File: src/rtl/johnson_count_monitor.sv
// johnson_count_monitor: registers a raw N-bit Johnson count, decodes it to a
// binary index and checks that every change is one forward Johnson step.
// Stage 1 captures the raw count. Stage 2 compares it with the previous
// sample and updates the index, step, wraps and error outputs.
module johnson_count_monitor #(
  parameter int N      = 10,
  parameter int WRAP_W = 16,
  parameter int ERR_W  = 8
) (
  input  logic              clk,
  input  logic              reset,
  input  logic [N-1:0]      count,
  input  logic              clear_err,
  output logic [$clog2(2*N)-1:0] index,
  output logic              index_valid,
  output logic              step,
  output logic [WRAP_W-1:0] wraps,
  output logic              err_code,
  output logic              err_step,
  output logic [ERR_W-1:0]  err_count
);
  localparam int IW = $clog2(2*N);
  localparam logic [IW-1:0] LAST_IDX = IW'(2*N-1);

  // A legal code is a run of ones anchored at bit 0 (MSB clear) or a run of
  // ones anchored at bit N-1 (MSB set). Inverting the MSB-set form turns it
  // into the first form, so one "low ones only" test covers both.
  function automatic logic is_legal(input logic [N-1:0] c);
    logic [N-1:0] x;
    x = c[N-1] ? ~c : c;
    return (x & (x + N'(1))) == '0;
  endfunction

  function automatic logic [IW-1:0] decode(input logic [N-1:0] c);
    int pc;
    pc = 0;
    for (int i = 0; i < N; i++) pc += int'(c[i]);
    return c[N-1] ? IW'(2*N - pc) : IW'(pc);
  endfunction

  logic [N-1:0]      cur_q, cur_d, prev_q, prev_d;
  logic              in_vld_q, in_vld_d;
  logic              primed_q, primed_d;
  logic [IW-1:0]     index_q, index_d;
  logic              index_valid_q, index_valid_d;
  logic              step_q, step_d;
  logic [WRAP_W-1:0] wraps_q, wraps_d;
  logic              err_code_q, err_code_d;
  logic              err_step_q, err_step_d;
  logic [ERR_W-1:0]  err_count_q, err_count_d;

  logic          cur_leg, prev_leg, code_hit, step_hit;
  logic [IW-1:0] idx_cur, idx_prev, idx_next;
  logic [ERR_W-1:0] cnt_base;

  assign cur_leg  = is_legal(cur_q);
  assign prev_leg = is_legal(prev_q);
  assign idx_cur  = decode(cur_q);
  assign idx_prev = decode(prev_q);
  assign idx_next = (idx_prev == LAST_IDX) ? '0 : idx_prev + IW'(1);

  // Next-state: sample capture, transition classification, error bookkeeping.
  always_comb begin
    cur_d         = count;
    in_vld_d      = 1'b1;   // cur_q holds a real sample from the 1st edge on
    prev_d        = prev_q;
    primed_d      = primed_q;
    index_d       = index_q;
    index_valid_d = index_valid_q;
    step_d        = 1'b0;
    wraps_d       = wraps_q;
    code_hit      = 1'b0;
    step_hit      = 1'b0;

    if (in_vld_q) begin
      prev_d   = cur_q;
      primed_d = 1'b1;
      if (!primed_q) begin
        // First sample after reset: no history, so only legality matters.
        index_valid_d = cur_leg;
        if (cur_leg) index_d = idx_cur;
        else         code_hit = 1'b1;
      end else if (cur_q == prev_q) begin
        index_valid_d = cur_leg;
      end else if (cur_leg && prev_leg) begin
        index_d       = idx_cur;
        index_valid_d = 1'b1;
        if (idx_cur == idx_next) begin
          step_d = 1'b1;
          if (idx_prev == LAST_IDX) wraps_d = wraps_q + WRAP_W'(1);
        end else begin
          step_hit = 1'b1;
        end
      end else if (!cur_leg) begin
        code_hit      = 1'b1;
        index_valid_d = 1'b0;
      end else begin
        // Coming back from an illegal code: resynchronise silently.
        index_d       = idx_cur;
        index_valid_d = 1'b1;
      end
    end

    // Clear first, then let a same-cycle error win.
    err_code_d  = clear_err ? 1'b0 : err_code_q;
    err_step_d  = clear_err ? 1'b0 : err_step_q;
    cnt_base    = clear_err ? '0 : err_count_q;
    err_count_d = cnt_base;
    if (code_hit) err_code_d = 1'b1;
    if (step_hit) err_step_d = 1'b1;
    if ((code_hit || step_hit) && (cnt_base != '1)) err_count_d = cnt_base + ERR_W'(1);
  end

  // State register with synchronous reset.
  always_ff @(posedge clk) begin
    if (reset) begin
      cur_q         <= '0;
      prev_q        <= '0;
      in_vld_q      <= 1'b0;
      primed_q      <= 1'b0;
      index_q       <= '0;
      index_valid_q <= 1'b0;
      step_q        <= 1'b0;
      wraps_q       <= '0;
      err_code_q    <= 1'b0;
      err_step_q    <= 1'b0;
      err_count_q   <= '0;
    end else begin
      cur_q         <= cur_d;
      prev_q        <= prev_d;
      in_vld_q      <= in_vld_d;
      primed_q      <= primed_d;
      index_q       <= index_d;
      index_valid_q <= index_valid_d;
      step_q        <= step_d;
      wraps_q       <= wraps_d;
      err_code_q    <= err_code_d;
      err_step_q    <= err_step_d;
      err_count_q   <= err_count_d;
    end
  end

  assign index       = index_q;
  assign index_valid = index_valid_q;
  assign step        = step_q;
  assign wraps       = wraps_q;
  assign err_code    = err_code_q;
  assign err_step    = err_step_q;
  assign err_count   = err_count_q;
endmodule

File: config.mk
export PLATFORM = sky130hd
export DESIGN_NAME = johnson_count_monitor
export DESIGN_NICKNAME = d
export VERILOG_FILES = /design/src/rtl/johnson_count_monitor.sv
export SDC_FILE = /design/constraint.sdc
export NUM_CORES = 1
export LEC_CHECK = 0
export BUFFER_PORTS_ARGS = -buffer_cell sky130_fd_sc_hd__clkbuf_2
export CAP_MARGIN = 10
export CORE_ASPECT_RATIO = 0.6
export CORE_MARGIN = 2
export CORE_UTILIZATION = 62
export DETAILED_ROUTE_END_ITERATION = 10
export PLACE_DENSITY = 0.88
export SKIP_CTS_REPAIR_TIMING = 1
export SLEW_MARGIN = 20
export SYNTH_ARGS = -nofsm -noshare
export SYNTH_HDL_FRONTEND = slang
export SYNTH_SLANG_ARGS = --single-unit
File: constraint.sdc
create_clock -name clk -period 9.5 [get_ports clk]
set_input_delay 1.425 -clock clk [delete_from_list [all_inputs] [get_ports clk]]
set_output_delay 1.425 -clock clk [all_outputs]
set_load 0.02 [all_outputs]
# After elaboration in Yosys (flattened, before gate mapping)
# Index checks and enable logic that the tools add are counted.
# Widths: inputs -> output; s select.
# totals
ff_bits	55
output_inout_bits	33
word_cells	89
# classes
n_addsub	25
eq_ne	5
muxes	30
bitwise_logic	8
n_reduce_logical	10
# op_table
operator	n
$add 5x1->5	10
$mux 5	7
$add 10x1->10 const B	2
$and 10x10->10	2
$logic_not 10->1	2
$mux 10	2
$not 10->10	2
$mux 1	19
$add 16x1->16 const B	1
$mux 8	2
$add 4x1->5	2
$eq 10x10->1	1
$sub 5x5->5 const A	2
$add 3x1->4	2
$add 8x1->8 const B	1
$ne 8x8->1 const B	1
$add 2x1->3	2
$reduce_and 6->1	1
$add 5x1->5 const B	1
$eq 5x5->1	1
$eq 5x5->1 const B	1
$reduce_or 5->1	1
$add 1x1->2	2
$not 1->1	4
5 further kinds	7

# Logic depth before layout (Yosys ltp)
# Gate-level depths: netlist of the first run.
# logic_depth
ltp_word	22
mapped_depth	21

# Worst setup path after synthesis of the first run
# No wires, ideal clock.
# synth_path
path_kind	register -> register
from	register prev_q[1]
to	register wraps_q[10], in the netlist wraps[10]
setup_ns	0.070
arrival_time_ns	5.374
required_time_ns	9.430
setup_slack_ns	4.056
path_stages_with_launch	21
n_path_buf	1
synth_period_minus_slack_ns	5.444
path_cell_list	dfxtp_1 fa_1 fa_1 inv_1 fa_1 inv_1 ha_1 inv_1 fa_1 ha_1 inv_1 mux2i_1 ha_1 or4bb_1 a31oi_1 o21ai_0 a221oi_4 nand4_4 buf_6 or4_1 a21oi_1
# synth_between
elab_chain_len	15
# synth_rtl
item	line	source
start, declared	41	logic [N-1:0] cur_q, cur_d, prev_q, prev_d;
start signal, assigned	130	prev_q <= prev_d;
$add 1x1->2	37	for (int i = 0; i < N; i++) pc += int'(c[i]);
$add 2x1->3	37	
$add 3x1->4	37	
$add 4x1->5	37	
$add 5x1->5 (5 in a row)	37	
$sub 5x5->5	38	return c[N-1] ? IW'(2*N - pc) : IW'(pc);
$mux 5	38	
$add 5x1->5 or $eq 5x5->1 (tied branches)	60, 90	
$mux 5	60	assign idx_next = (idx_prev == LAST_IDX) ? '0 : idx_prev + IW'(1);
$eq 5x5->1	88	if (idx_cur == idx_next) begin
$reduce_and 6->1 (no line) *	n/a	
end signal, assigned	136	wraps_q <= wraps_d;
end, declared	47	logic [WRAP_W-1:0] wraps_q, wraps_d;
# Mark *: on every way between the ends. The rest lies on a longest branch, timed or not.
# A chain may end at the register's enable or synchronous reset.

# Worst setup path after layout of the first run
# layout_path
from	register prev_q[9]
to	register wraps_q[6], in the netlist wraps[6]
# layout_between
elab_chain_len	7
# layout_rtl
item	line
$add 5x1->5 or $not 10->10 (tied branches)	37, 30
$sub 5x5->5 or $mux 10 (tied branches)	38, 30
$mux 5 or $add 10x1->10 (tied branches)	38, 31
$add 5x1->5 (tied with other cells)	60
$mux 5 or $logic_not 10->1 (tied branches)	60, 31
$eq 5x5->1 or $logic_and 1x1->1 (tied branches)	88, 85
$reduce_and 6->1 (no line) *	n/a
# Marked as above.

==> results of run 1 <==
sequential cells by signal (all words and copies together) (netlist names), named ones only:
signal       cells
err_step         1
err_code         1
index_valid      1
in_vld_q         1
step             1
primed_q         1
cur_q           10
prev_q          10
wraps           16
err_count        8
index            3
final cells by class:
type,instances,area [um^2]
Clock buffer,5,68.82
Clock inverter,3,46.29
Fill cell,408,1414
Inverter,38,142.6
Multi-Input combinational cell,281,2092
Sequential cell,55,1101
Tap cell,66,82.58
Timing Repair Buffer,46,232.7
per-stage QoR:
stage / setup WS, ps / hold WS [ps] / util [%] / power (mW)
final: 3269 / 472.5 / 72.71 / 0.5820
after global routing: 2891 / 495.2 / 72.71 / 0.6146
after CTS: 3316 / 474.1 / 72.71 / 0.5810
after detailed placement: 3371 / 459.5 / 70.48 / 0.4234
after global placement: 3595 / 445.3 / 70.48 / 0.4175
after floorplan: 4056 / 451.1 / - / 0.3863
kinds of logic (layout without fill, tap and decap cells):
kind of cell             after synthesis  in the layout
XOR/XNOR                              19             19
multiplexers                          26             26
buffers and inverters                 57             92
flip-flops                            55             55
AO/OA/AOI/OAI                         84             84
AND/OR/NAND/NOR                      131            131
adder cells (fa/ha/maj)               21             21
metal layers:
| metal | up-vias | GRT usage, % |
|---|---|---|
| met5 | - | 0 |
| met4 | 0 | 4.697 |
| met3 | 6 | 5.902 |
| met2 | 107 | 41.41 |
| met1 | 1436 | 36.02 |
| li1 | 1461 | - |
critical path, cell delays in order (launching register included):
cell      delay [ps]
dfxtp_1          640
fa_1             520
fa_1             500
inv_1             50
fa_1             480
inv_1             50
ha_1             190
inv_1             70
fa_1             460
ha_1             300
inv_1             40
mux2i_1          190
ha_1             320
or4bb_1          500
a31oi_1          200
o21ai_0          150
a221oi_4         430
nand4_4          350
or4_1            590
a21oi_1          160
how the worst max path moves through the flow:
| stage | slack (ps) | start | end |
|---|---|---|---|
| after floorplan | 4060 | prev_q[1]$_SDFFE_PP0P_ | wraps[10]$_SDFFE_PP0P_ |
| after global placement | 3600 | prev_q[9]$_SDFFE_PP0P_ | wraps[10]$_SDFFE_PP0P_ |
| after detailed placement | 3370 | prev_q[9]$_SDFFE_PP0P_ | wraps[6]$_SDFFE_PP0P_ |
| after CTS | 3320 | prev_q[9]$_SDFFE_PP0P_ | wraps[6]$_SDFFE_PP0P_ |
| after global routing | 2890 | prev_q[9]$_SDFFE_PP0P_ | wraps[12]$_SDFFE_PP0P_ |
| final | 3270 | prev_q[9]$_SDFFE_PP0P_ | wraps[6]$_SDFFE_PP0P_ |
cell usage after synthesis, types with 3 or more instances:
| cell type | instances | area share (%) |
|---|---|---|
| and4_1 | 4 | 1.0 |
| ha_1 | 9 | 3.3 |
| nand2_1 | 25 | 2.7 |
| and3_1 | 6 | 1.1 |
| fa_1 | 12 | 7.0 |
| a21oi_1 | 24 | 3.5 |
| mux2i_1 | 25 | 7.3 |
| xnor2_1 | 13 | 3.3 |
| clkbuf_1 | 15 | 1.6 |
| nand3_1 | 9 | 1.3 |
| o31ai_1 | 11 | 2.4 |
| nor3_1 | 4 | 0.59 |
| a211oi_1 | 3 | 0.66 |
| nor2_1 | 29 | 3.2 |
| or3_1 | 6 | 1.1 |
| o2111ai_1 | 3 | 0.77 |
| and2_1 | 3 | 0.55 |
| o21ai_0 | 12 | 1.8 |
| or2_2 | 3 | 0.55 |
| nand2b_1 | 3 | 0.55 |
| o22ai_1 | 5 | 0.92 |
| dfxtp_1 | 55 | 32 |
| o211ai_1 | 9 | 2.0 |
| or4_1 | 12 | 2.6 |
| nand4_1 | 8 | 1.5 |
| nor2b_1 | 12 | 2.2 |
| inv_1 | 38 | 4.2 |
| xor2_1 | 5 | 1.3 |
placed cells by master, fill, tap and decap left out, drive strengths merged, types with 5 or more instances in the layout:
cell type  instances
dfxtp             55
clkbuf            50
inv               39
nor2              29
mux2i             25
nand2             25
a21oi             24
xnor2             13
nor2b             12
o21ai             12
or4               12
fa                12
o31ai             11
o211ai             9
nand3              9
ha                 9
nand4              9
or3                7
and3               6
xor2               6
o22ai              5
power groups by stage:
stage               combinational (mW)  clock, mW  sequential, mW
finish                           0.170      0.162           0.250
global route                     0.194      0.169           0.251
CTS                              0.169      0.162           0.250
detailed placement               0.168          0           0.255
global placement                 0.163          0           0.255
floorplan                        0.133          0           0.253
==> results.md, run 1 <==
- Total global-route track usage: 25.57%
- Die Y: 61.51 um
- Num ports: 46
- Main flop type after synthesis: dfxtp_1
- Clk_lat worst skew: slightly above 300 ps
- FF-to-FF setup slack: between 3000 and 4000 ps
- R2r startpoint: prev_q[9]$_SDFFE_PP0P_
- Vias in the first global route: roughly 2600
- Gr ovfl total: 0
- CP endpoint kind: flop
- Fin cells: 494
- Adder-cell share of the synthesized area: slightly above 10%
- Largest family of logic cells by synthesized area: simple AND/OR/NAND/NOR gates
- Worst hold stages: 2
- Die area: 6141 um^2
- Synth Area in XOR/XNOR: 5.419%
- Finished Cell Area: 3766 um^2
- Placed Cells: slightly below 500
- Number of library cell types mapped by synthesis: 51
- Post-Route Skew: about 5 ps
- ANT nets after route: 0
- Reg-to-reg endpoint: wraps[6]$_SDFFE_PP0P_
- Total number of H-tree levels: 2
- Max Clk Rate: 160.5 MHz
- Seq/Total Area, Yosys: 32.22%
- RD Place Congestion: between 0.8 and 0.9
- Setup crit start kind: flop
- Lkg Pwr: 1.617 nW
- Max_slew headroom: 49.82%
- CTS max path bufs: 2
- Gate Count Post-Synth: 393
- Root Buffer: clkbuf_8
- Max FO, Critical Path: 24
- Worst r2r path cells: 19
- Core area: 5180 um^2
- First DRT Iteration DRCs: 165
- Worst VDD drop: approximately 0.000084 V
- Largest net degree at the start of global routing: 56
- First-pass GRT wire length: 12.44 mm
- PwrDens: between 150 and 200 nW/um^2
- Crit path kind: flop to flop
- TritonCTS Buffers: 5
- Syn nets: approximately 430
- Dpl cell area: 3651 um^2
- Worst slew pin tran: 751.6 ps
- Vias: 3010
- Hold worst-path end: index[4]$_SDFFE_PP0P_
- Status: completed
- Clk sink count: 55
- Routed len/inst: 15.54 um
- # setup viols final: 0
- Sw Ratio: 33.12%
- Synth Area in Compound Gates: between 10% and 20%
- Met2 WL: ~3.4 mm
- YS warnings: 0
- Detailed Place HPWL: 5.654 mm
- Combinational share of power: 29.2%
- Maxcap violations: 0
- P_int: 0.3892 mW
- Area Overhead vs Synth: 10.22%
- Num rows: 20
- Post-route minimum period: 6231 ps
- Hold path start: index[4]$_SDFFE_PP0P_
- Fin crit share: 65.59%
- FFs w/ async S/R, synth: 0%
- Number of synthesized flops with an enable pin: 0
- Post-Syn Area per Cell: around 8.7 um^2
- Reg power frac: a little over two fifths
- Initial antenna violation count: 0
- Drt drc: 0
- DR WL met3: 547 um
- Via density: 6.093
- CTS tree: yes
- DIE WIDTH: about 100 um
- Net Switching: 0.1928 mW
- Fin. max-slew vios: 0
- First-pass DRT Iterations: 4
- Worst hold path type: flop to flop
- TNS Setup: 0 ps
- Post-Syn Area: about 3400 um^2
- Yosys reg bits: 55
- CP Data Arrival Time: 6480 ps
- CP required: ~10000 ps
- Antenna fix cells: 0
- Final WL: 7.675 mm
- Clk slew on worst S/H paths: 110 ps
- Input/output buffers: between 40 and 50
- Simple-gate share of the synthesized area: 21.05%
- Clock power share: approximately 28%
- Top sig layer: met4
- Final Hold Fails: 0
- Post-synthesis mux area share: around 7.7%
- Initial Util: 65.97%
- RSZ-0062 raised after global routing: no
- Fin nets: 461
- Met1 wire length: 3.684 mm
- Layout cells sized above 1: 14.49%
(Power assumes the default switching activity.)
==> inputs of run 2 (changes only) <==
--- a/config.mk
+++ b/config.mk
@@ -9,9 +9,9 @@
 export CAP_MARGIN = 10
 export CORE_ASPECT_RATIO = 0.6
 export CORE_MARGIN = 2
-export CORE_UTILIZATION = 62
+export CORE_UTILIZATION = 52
 export DETAILED_ROUTE_END_ITERATION = 10
-export PLACE_DENSITY = 0.88
+export PLACE_DENSITY = 0.79
 export SKIP_CTS_REPAIR_TIMING = 1
 export SLEW_MARGIN = 20
 export SYNTH_ARGS = -nofsm -noshare
==> constraint.sdc (replaced) <==
create_clock -name clk -period 5.42 [get_ports clk]
set_input_delay 0.813 -clock clk [delete_from_list [all_inputs] [get_ports clk]]
set_output_delay 0.813 -clock clk [all_outputs]
set_load 0.02 [all_outputs]
==> results.md, run 2 (synthesized netlist as in run 1, its figures left out) <==
- Setup ws final: -209.3 ps
- Max Clk Rate: between 150 and 200 MHz
- Crit path cell chain: fa_1, fa_1, inv_1, fa_1, inv_2, ha_4, inv_2, fa_1, ha_1, inv_1, mux2i_1, ha_2, or4bb_1, a31oi_2, o21ai_2, a221oi_4, buf_4, nand4_4, buf_6, o31ai_1, a21oi_1
- Clk sink count: 55
- Via density: 5.965
- DIE WIDTH: 108.7 um
- Register Area: 1105 um^2
- PwrDens: 276.6 nW/um^2
- ANT nets after route: 0
- Max FO, Critical Path: 6
- Die Y: 66.79 um
- Finished Cell Area: roughly 4200 um^2
- Core area: 6221 um^2
- Num rows: 22
- CTS max path bufs: 2
- Clk_lat worst skew: 310 ps
- Commonest non-fill, non-tap cell in the layout: dfxtp_1
- Layout cells sized above 1: 24.67%
- Num ports: 46
- RD Place Congestion: 0.9045
- First DRT Iteration DRCs: 295
- Area of the multi-input gates: 2251 um^2
- Initial Util: roughly 55%
- Root Buffer: clkbuf_8
- Input/output buffers: 45
- CP required: about 5600 ps
- Initial antenna violation count: 0
- Post-Route Skew: 10.10 ps
- Die area: ~7300 um^2
- Area Overhead vs Synth: 21.68%
- First-pass DRT Iterations: 5
- Maxcap violations: 0
- Detailed Place HPWL: 6.281 mm
- Setup crit start kind: flop
- Worst hold path type: flop to flop
- Crit path kind: flop to flop
- CTS tree: yes
- Fin nets: slightly below 500
- Final WL: 9.036 mm
- Fin crit share: 103.9%
- Failing checks: setup timing
- Clk slew on worst S/H paths: approximately 100 ps
- CP Data Arrival Time: 5800 ps
- Dpl cell area: 3814 um^2
- Total number of H-tree levels: 2
- Fillcell total: 505
- Largest register FFs: 16
- RSZ-0062 raised after global routing: yes
- Post-route minimum period: between 5000 and 6000 ps
- Total global-route track usage: 24.77%
- Most frequent cells in the layout: 52 x dfxtp_1, 45 x clkbuf_2, 36 x inv_1
- Final Hold Fails: 0
- Lkg Pwr: 1.778 nW
- Slowest stage delay, CP: 550 ps
- Final Util: 66.83%
- Slowest CP cell: fa_1
- Fin. max-slew vios: 0
- CP most frequent cell: fa_1
- First-pass GRT wire length: 14.12 mm
- Vias in the first global route: 2881
- # setup viols final: 17
- Gr ovfl total: 0
- Vias: 3209
- Total power: approximately 1.2 mW
- Drt drc: 0
- Status: complete, but fails checks
- TritonCTS Buffers: 5
- Worst VDD drop: roughly 0.00023 V
- Antenna fix cells: 0
- Largest net degree at the start of global routing: 56
- Worst slew pin tran: 1362 ps
- Routed len/inst: approximately 17 um
- Max_slew headroom: about 8.5%
- CP endpoint kind: flop
-- run 2: per-layer routing --
| metal | wire [um] | track usage, % |
|---|---|---|
| met2 | 3966 | 36.80 |
| met3 | 647 | 5.773 |
| met4 | 103 | 5.128 |
| met1 | 4319 | 36.36 |
| met5 | 0 | 0 |
-- run 2: worst max-delay path: cells and delay by family, from the launching register on --
kind / cells / cell delay (ps)
DFF: 1 / 340
AOI/OAI and AO/OA: 5 / 1090
and+or+nand+nor: 2 / 590
buffers and inverters: 6 / 590
adders and majority gates: 7 / 2720
muxes: 1 / 170
-- run 2: area by class of cell --
cell class                 count  share of cell area (%)
clock buffer                   6                   1.986
inverter                      38                   3.431
multi-input combinational    284                   54.14
timing repair buffer          69                   10.50
sequential                    55                   26.57
tap                           84                   2.528
clock inverter                 2                  0.8426
-- run 2: report_power, final --
group / total [mW] / switching, mW / internal, mW
sequential: 0.435 / 0.0171 / 0.418
combinational: 0.427 / 0.231 / 0.196
clock: 0.288 / 0.139 / 0.150
total: 1.15 / 0.386 / 0.764
-- run 2: path summary, 6_finish.rpt --
path | start | to | slack (ps) | cells after the start
max | prev_q[9]$_SDFFE_PP0P_ | wraps[15]$_SDFFE_PP0P_ | -210 | 21
min | index[4]$_SDFFE_PP0P_ | index[4]$_SDFFE_PP0P_ | 470 | 2
max reg2reg | prev_q[9]$_SDFFE_PP0P_ | wraps[15]$_SDFFE_PP0P_ | -210 | 21
min reg2reg | index[4]$_SDFFE_PP0P_ | index[4]$_SDFFE_PP0P_ | 470 | 2
-- run 2: through the flow --
stage	setup TNS, ps	hold WS [ps]	setup WS [ps]	std cells
final	-1090	471.6	-209.3	538
after global routing	-5610	503.9	-478.0	538
after CTS	-4157	474.9	-281.9	530
after detailed placement	-3234	457.0	-231.2	522
after global placement	-445.3	445.3	-42.67	522
after floorplan	0	451.1	17.46	393
